--- config.mk ---
export PLATFORM = sky130hd
export DESIGN_NAME = somador_serial_completo
export DESIGN_NICKNAME = d
export VERILOG_FILES = /design/src/rtl/somador_serial_completo.sv
export SDC_FILE = /design/constraint.sdc
export NUM_CORES = 1
export LEC_CHECK = 0
export ABC_AREA = 1
export BUFFER_PORTS_ARGS = -buffer_cell sky130_fd_sc_hd__buf_2
export CAP_MARGIN = 20
export CORE_UTILIZATION = 54
export CTS_BUF_LIST = sky130_fd_sc_hd__clkbuf_2
export CTS_CLUSTER_SIZE = 8
export DETAILED_ROUTE_END_ITERATION = 10
export PLACE_DENSITY = 0.78
export REMOVE_ABC_BUFFERS = 1
export SETUP_SLACK_MARGIN = 0.1
export SLEW_MARGIN = 20
export SYNTH_ARGS = -nofsm -noshare
export SYNTH_HDL_FRONTEND = slang
export SYNTH_SLANG_ARGS = --single-unit
export TNS_END_PERCENT = 100
--- constraint.sdc ---
create_clock -name clk -period 3.6 [get_ports clk]
set_clock_uncertainty 0.15 [all_clocks]
set_input_delay 0 -clock clk [delete_from_list [all_inputs] [get_ports clk]]
set_output_delay 0 -clock clk [all_outputs]
set_load 0.02 [all_outputs]
--- src/rtl/somador_serial_completo.sv ---
// rtl/somador_serial_completo.sv - bit-serial full adder, LSB first, one bit per clock
module somador_serial_completo #(
   parameter int WIDTH = 8,
   parameter int CNT_W = 4
) (
   input  logic             clk,
   input  logic             rst_n,
   input  logic             start,
   input  logic [WIDTH-1:0] A,
   input  logic [WIDTH-1:0] B,
   input  logic             cin,
   output logic             busy,
   output logic             done,
   output logic [WIDTH-1:0] S,
   output logic             cout
);

   typedef enum logic [1:0] {
      IDLE = 2'd0,
      RUN  = 2'd1,
      DONE = 2'd2
   } state_t;

   state_t             state_q;
   state_t             state_d;
   logic [WIDTH-1:0]   sh_a;
   logic [WIDTH-1:0]   sh_b;
   logic [WIDTH-1:0]   sum_q;
   logic               carry_q;
   logic [CNT_W-1:0]   cnt;
   logic               s_bit;
   logic               carry_next;
   logic               last_bit;

   // single full-adder cell working on the current LSBs and the stored carry
   always_comb begin
      s_bit      = sh_a[0] ^ sh_b[0] ^ carry_q;
      carry_next = (sh_a[0] & sh_b[0]) | (sh_a[0] & carry_q) | (sh_b[0] & carry_q);
      last_bit   = (cnt == CNT_W'(WIDTH - 1));
   end

   // state register
   always_ff @(posedge clk or negedge rst_n) begin
      if (!rst_n) begin
         state_q <= IDLE;
      end else begin
         state_q <= state_d;
      end
   end

   // next-state decode; start only matters in IDLE, so a busy request is dropped silently
   always_comb begin
      state_d = state_q;
      case (state_q)
         IDLE: if (start) state_d = RUN;
         RUN:  if (last_bit) state_d = DONE;
         DONE: state_d = IDLE;
         default: state_d = IDLE;
      endcase
   end

   // operand capture, serial shifting and the final result register
   always_ff @(posedge clk or negedge rst_n) begin
      if (!rst_n) begin
         sh_a    <= '0;
         sh_b    <= '0;
         sum_q   <= '0;
         carry_q <= 1'b0;
         cnt     <= '0;
         S       <= '0;
         cout    <= 1'b0;
      end else begin
         case (state_q)
            IDLE: begin
               if (start) begin
                  sh_a    <= A;
                  sh_b    <= B;
                  carry_q <= cin;
                  cnt     <= '0;
               end
            end
            RUN: begin
               sh_a    <= sh_a >> 1;
               sh_b    <= sh_b >> 1;
               carry_q <= carry_next;
               sum_q   <= {s_bit, sum_q[WIDTH-1:1]};
               cnt     <= cnt + CNT_W'(1);
               // S/cout only ever see the complete word
               if (last_bit) begin
                  S    <= {s_bit, sum_q[WIDTH-1:1]};
                  cout <= carry_next;
               end
            end
            default: ;
         endcase
      end
   end

   // status outputs decoded from the registered state only
   always_comb begin
      busy = (state_q != IDLE);
      done = (state_q == DONE);
   end

endmodule

==> results of run 1 <==
==> worst paths after layout <==
kind	startpoint	endpoint	slack (ns)	cells after the start
hold reg to reg	sum_q[5]$_DFFE_PN0P_	S[4]$_DFFE_PN0P_	0.35	2
setup reg to reg	state_q[0]$_DFFE_PN0P_	S[2]$_DFFE_PN0P_	1.68	5
hold / removal	start	cnt[0]$_DFFE_PN0P_	0.02	4
min in group asynchronous	rst_n	sum_q[6]$_DFFE_PN0P_	0.05	2
max in group asynchronous	rst_n	sh_b[7]$_DFFE_PN0P_	2.73	2
setup / recovery	state_q[0]$_DFFE_PN0P_	S[2]$_DFFE_PN0P_	1.68	5
==> routing by layer <==
metal,GRT usage [%],vias up
li1,-,712
met1,29.3,657
met2,34.6,39
met3,5.36,9
met4,12.6,0
met5,0,-
==> cell families (layout without fill, tap and decap cells) <==
kind of cell | Yosys count | count (layout) | synth area share, %
AND/OR/NAND/NOR | 126 | 126 | 32.2
buffers and inverters | 15 | 63 | 4.85
flip-flops | 39 | 39 | 58.2
adder cells (fa/ha/maj) | 2 | 2 | 1.94
AO/OA/AOI/OAI | 9 | 9 | 2.83
==> cell type report <==
type	instances	share of cell area [%]
inverter	7	1.29
clock inverter	3	0.983
clock buffer	5	1.23
tap	31	1.90
timing repair buffer	48	16.2
sequential	39	47.9
multi-input combinational	137	30.5
==> registers in the layout, indices dropped and copies added (netlist names) <==
register,count
sum_q,7
cout,1
state_q,2
sh_a,8
sh_b,8
cnt,4
carry_q,1
S,8
==> power by group through the flow <==
stage                     Sequential (W)  Combinational (W)  Clock (W)
after detailed placement        0.000759           0.000582          0
after CTS                       0.000749           0.000603   0.000198
after global routing            0.000774           0.000683   0.000215
after floorplan                 0.000797           0.000365          0
final                           0.000748           0.000596   0.000193
after global placement          0.000749           0.000563          0
==> stage by stage <==
stage / instances / util [%] / hold WS [ns] / instance area [um^2] / worst slack, ns
after CTS: 270 / 71.4 / 0.0170 / 2040 / 1.68
after global placement: 244 / 63.5 / -0.0168 / 1810 / 1.77
after global routing: 270 / 71.4 / 0.0668 / 2040 / 1.48
after floorplan: 183 / - / -0.446 / 1620 / 2.03
final: 270 / 71.4 / 0.0237 / 2040 / 1.68
after detailed placement: 244 / 63.5 / -0.00868 / 1810 / 1.70
==> critical path, delay by kind of cell (launching register included) <==
family | cells | cell delay, ns
AND/OR/NAND/NOR | 4 | 0.72
flip-flops | 1 | 0.48
buffers and inverters | 1 | 0.49
==> cells in the mapped netlist <==
master     n
a21oi_1    1
buf_2      2
buf_4      2
buf_6      2
clkbuf_1   2
dfrtp_1   39
fa_1       1
ha_1       1
inv_1      5
inv_2      2
nand2_1   77
nand2_2    3
nand3_1   38
nand4_1    1
nor2_1     5
nor2_2     1
nor2_4     1
o21ai_0    4
o21ai_1    3
o21bai_1   1
==> flow_summary.toml, run 1 <==
[drt]
drc = 1
antenna_left = 0
drt-initial-drc-count = 51
wl_met3_um = 170
wl_per_cell_um = 11.9
drt-met1-wl_mm = 1.46
drt_first_pass_iters = 7
vias = 1417
vias_per_cell = 5.25
wl_mm = 3.22
top_layer = "met4"
wl_met2_mm = 1.52

[synth]
synthTopCellsByArea = "dfrtp_1, nand2_1, nand3_1"
avgSynthCellArea_um2 = 8.78
netlist_area_um2 = 1680
synthCells = 191
ys_types = 20
synth_top_area_cell = "dfrtp_1"
yosys.area.top_type_share_pct = 58.2
synth_seq_area_share_pct = 58.2
ys_warn_count = 0
ys_ff_latch = 39

[sta]
fin_crit_sh_pct = 53.5
rsz0062_at_grt = "false"
finalSetupTns_ns = 0
worst_slew_pin_slew_ns = 0.816
drv_slew = 0
max_clock_freq_mhz = 520
min_period_ns = 1.92
finalSetupViolations = 0
finalHoldViolCount = 0
relSlewSlack_pct = 45.6

[cts]
cts_buffers = 5
clockBufferDepth = 2
clkTransAtPathRegs_ns = 0.19
cts_tree = "built"
cts-root-buf = "clkbuf_2"
cts_resized = 0
clock_sinks = 39
ctsHoldBuffers = 18
insertion_delay_ns = 0.40
h-tree-depth = 2
cts_setup_buffers = 0

[power_and_ir_drop]
p_sw_w = 0.000653
sw_frac_of_total_pct = 42.5
pwr-share-seq_pct = 48.7
power_leakage_nw = 1.06
p_clk_share_pct = 12.6
p_int_w = 0.000884
p_per_area_nw_per_um2 = 755
vdd_drop_max_uv = 383
finalPower_w = 0.00154
power_frac_comb_pct = 38.8

[global_routing]
grt_pass1_vias = 1249
grt_overflow = 0
grt_pass1_wl_mm = 5.56
track_usage_pct = 22.4
grt_start_max_net_pins = 40
antenna_found_initial = 0

[critical_path]
path_cells = "nand2_2 -> inv_2 -> nand2_2 -> nand2_1 -> nand2_1"
critPathMaxFanout = 31
crit_type = "reg -> reg"
arrival_ns = 2.09
crit_slowest_cell = "inv_2"
max_stage_delay_ns = 0.49
start_kind = "flip-flop"
required_ns = 3.76
worstSetupEndpointType = "flip-flop"

[finish]
final_cell_mix = "nand2_1, dfrtp_1, nand3_1"
multi_input_area_um2 = 621
diodes = 0
nets = 260
fill_cells = 225
area_growth_syn_to_layout_pct = 21.4
final_common_cell = "nand2_1"
layout-drive-gt1-share_pct = 18.8
regArea_um2 = 976

[status]
violations = "design-rule violations"
status = "finished with violations"

[placed_design]
gp_congestion = 0.738
detailed_place_hpwl_mm = 1.98
numPortBuffers = 30

[worst_hold_path]
min_path_type = "in -> reg"

[job]
drv_cap = 0

[floorplanning]
die_w_um = 57.7
core_um2 = 2850
initial_utilization_pct = 58.8
fp.dieH_um = 57.7
io_pins = 31
dieArea_um2 = 3330
row_count = 19
Power figures use the tool's default switching activity.
==> run 2, diff against run 1 <==
- ABC_AREA: 1 -> 0
- CORE_UTILIZATION: 54 -> 52
- clock period: 3.6 -> 1.76 ns (I/O delays scaled with it)
==> flow_summary.toml, run 2 <==
[status]
status = "finished clean"

[drt]
drc = 0
antenna_left = 0
vias = 1443
vias_per_cell = 5.29
wl_per_cell_um = 13.9
wl_mm = 3.80
drt_first_pass_iters = 4
drt-initial-drc-count = 87

[global_routing]
antenna_found_initial = 0
grt_start_max_net_pins = 40
grt_overflow = 0
track_usage_pct = 23.9
grt_pass1_wl_mm = 6.31
grt_pass1_vias = 1470

[sta]
worst_slew_pin_slew_ns = 0.842
finalHoldViolCount = 0
rsz0062_at_grt = "true"
relSlewSlack_pct = 43.9
fin_crit_sh_pct = 95.2
min_period_ns = 1.68
max_clock_freq_mhz = 597
drv_slew = 0
holdWs_ns = 0.0544
finalSetupTns_ns = 0
finalWorstSetupSlack_ns = 0.0842
finalSetupViolations = 0

[synth]
synth_compound_area_share_pct = 18.5
synthTopCellsByArea = "dfrtp_1, nor2b_1, a22oi_1"
synth_seq_area_share_pct = 55.3
synthXorXnorAreaFrac_pct = 0
synth_flop_cell = "dfrtp_1"
ys_types = 20
synthCells = 169
ys_ff_latch = 39
yosys.area.top_type_share_pct = 55.3
muxShareOfSynthArea_pct = 6.38
synthTopCellsByCount = "dfrtp_1, nand2_1, nor2b_1"
synth_edf_count = 0
netlist_area_um2 = 1760
async_flop_share_pct = 100
ys_warn_count = 0
synth.most_common_cell = "dfrtp_1"
synth_top_area_cell = "dfrtp_1"
yosys.area_share.adder_pct = 1.84
avgSynthCellArea_um2 = 10.4
synth_top_family_by_area = "compound AO/OA/AOI/OAI gates"
synthSimpleGateAreaFrac_pct = 15.2

[critical_path]
start_kind = "flip-flop"
required_ns = 1.91
cp_num_buf_inv = 2
path_cells = "buf_6 -> nand2b_4 -> nor3_4 -> buf_6 -> mux2_2"
arrival_ns = 1.82
max_stage_delay_ns = 0.44
crit_type = "reg -> reg"
cpMostUsedCell = "buf_6"
crit_slowest_cell = "dfrtp_1"
crit_family = "flip-flops"
critPathMaxFanout = 23
worstSetupEndpointType = "flip-flop"

[cts]
clkTransAtPathRegs_ns = 0.21
clock_sinks = 39
cts_buffers = 5
insertion_delay_ns = 0.40
cts-root-buf = "clkbuf_2"
clockBufferDepth = 2
h-tree-depth = 2
cts_tree = "built"

[floorplanning]
io_pins = 31
fp.dieH_um = 60.2
die_w_um = 60.2
initial_utilization_pct = 56.4
core_um2 = 3130
row_count = 20
dieArea_um2 = 3630

[power_and_ir_drop]
vdd_drop_max_uv = 689
finalPower_w = 0.00358
power_leakage_nw = 1.08
p_per_area_nw_per_um2 = 1560
sw_frac_of_total_pct = 40.1
pwr-share-seq_pct = 42.9
power_frac_comb_pct = 46.1
p_sw_w = 0.00144
p_int_w = 0.00214
p_clk_share_pct = 11.0

[finish]
fin_cells = 273
fill_cells = 225
diodes = 0
area_growth_syn_to_layout_pct = 30.3
layout-drive-gt1-share_pct = 29.3
regArea_um2 = 976
final_cell_mix = "dfrtp_1, buf_2, nand2_1"
nets = 250
multi_input_area_um2 = 761
final_common_cell = "dfrtp_1"
top_regs = "S: 8 flops, sh_a: 8 flops, sh_b: 8 flops"

[placed_design]
numPortBuffers = 30
place_ws_ns = -0.162
detailed_place_hpwl_mm = 2.40
dpl.cell_count = 239
gp_congestion = 0.709

[worst_hold_path]
min_path_type = "in -> async"

[job]
drv_cap = 0
run 2: changes by cell type in the layout (fill, tap and decap cells not counted), moves of 5 or more:
cell     previous run  this run
a22oi_1             0        15
o21ai_0             4        18
nand2_1            77        25
buf_4               0         9
nor2b_1             0        19
nand3_1            38         2
a21oi_1             1        18
mux2_2              0        10
inv_1               5         0
run 2: kinds of logic (layout without fill, tap and decap cells):
group,Yosys count,in the layout
compound gates,55,55
fa+ha+maj,2,2
buf+inv,10,70
flops,39,39
mux,10,10
simple gates,53,53
run 2: worst paths after layout:
path,start,to,slack (ns),cells past startpoint
max reg2reg,state_q[1]$_DFFE_PN0P_,S[2]$_DFFE_PN0P_,0.08,5
max in group asynchronous,rst_n,sum_q[3]$_DFFE_PN0P_,0.87,2
max,state_q[1]$_DFFE_PN0P_,S[2]$_DFFE_PN0P_,0.08,5
min,rst_n,sh_b[0]$_DFFE_PN0P_,0.05,2
min reg2reg,sum_q[1]$_DFFE_PN0P_,sum_q[1]$_DFFE_PN0P_,0.35,2
min in group clk,B[0],sh_b[0]$_DFFE_PN0P_,0.27,4
run 2: stage by stage:
| step | utilization (%) | cell area (um^2) |
|---|---|---|
| floorplan | - | 1720 |
| global placement | 62.9 | 1970 |
| detailed placement | 62.9 | 1970 |
| CTS | 71.6 | 2240 |
| global route | 73.5 | 2300 |
| finish | 73.5 | 2300 |
run 2: layer usage:
metal	track usage (%)	share of wire, %	vias up
met1	29.3	44	700
met3	5.63	3.5	4
li1	-	-	707
met5	0	0	-
met4	7.31	0.95	0
met2	41.3	52	32
run 2: power groups by stage:
stage / sequential [W] / clock (W) / combinational [W]
finish: 0.00154 / 0.000392 / 0.00165
global route: 0.00158 / 0.000444 / 0.00182
CTS: 0.00152 / 0.000416 / 0.00152
detailed placement: 0.00154 / 0 / 0.00143
global placement: 0.00151 / 0 / 0.00135
floorplan: 0.00166 / 0 / 0.000782
run 2: cell type report:
class | count | area share, %
Clock buffer | 5 | 1.09
Sequential cell | 39 | 42.5
Timing Repair Buffer | 62 | 20.1
Clock inverter | 3 | 0.871
Tap cell | 44 | 2.40
Multi-Input combinational cell | 120 | 33.1
run 2: what timing repair did:
item,CTS,global route
setup endpoints to repair,33,19
buffers inserted,3,4
hold endpoints to repair,56,0
pin swaps,1,1
hold buffers,19,0
resized for setup,3,8
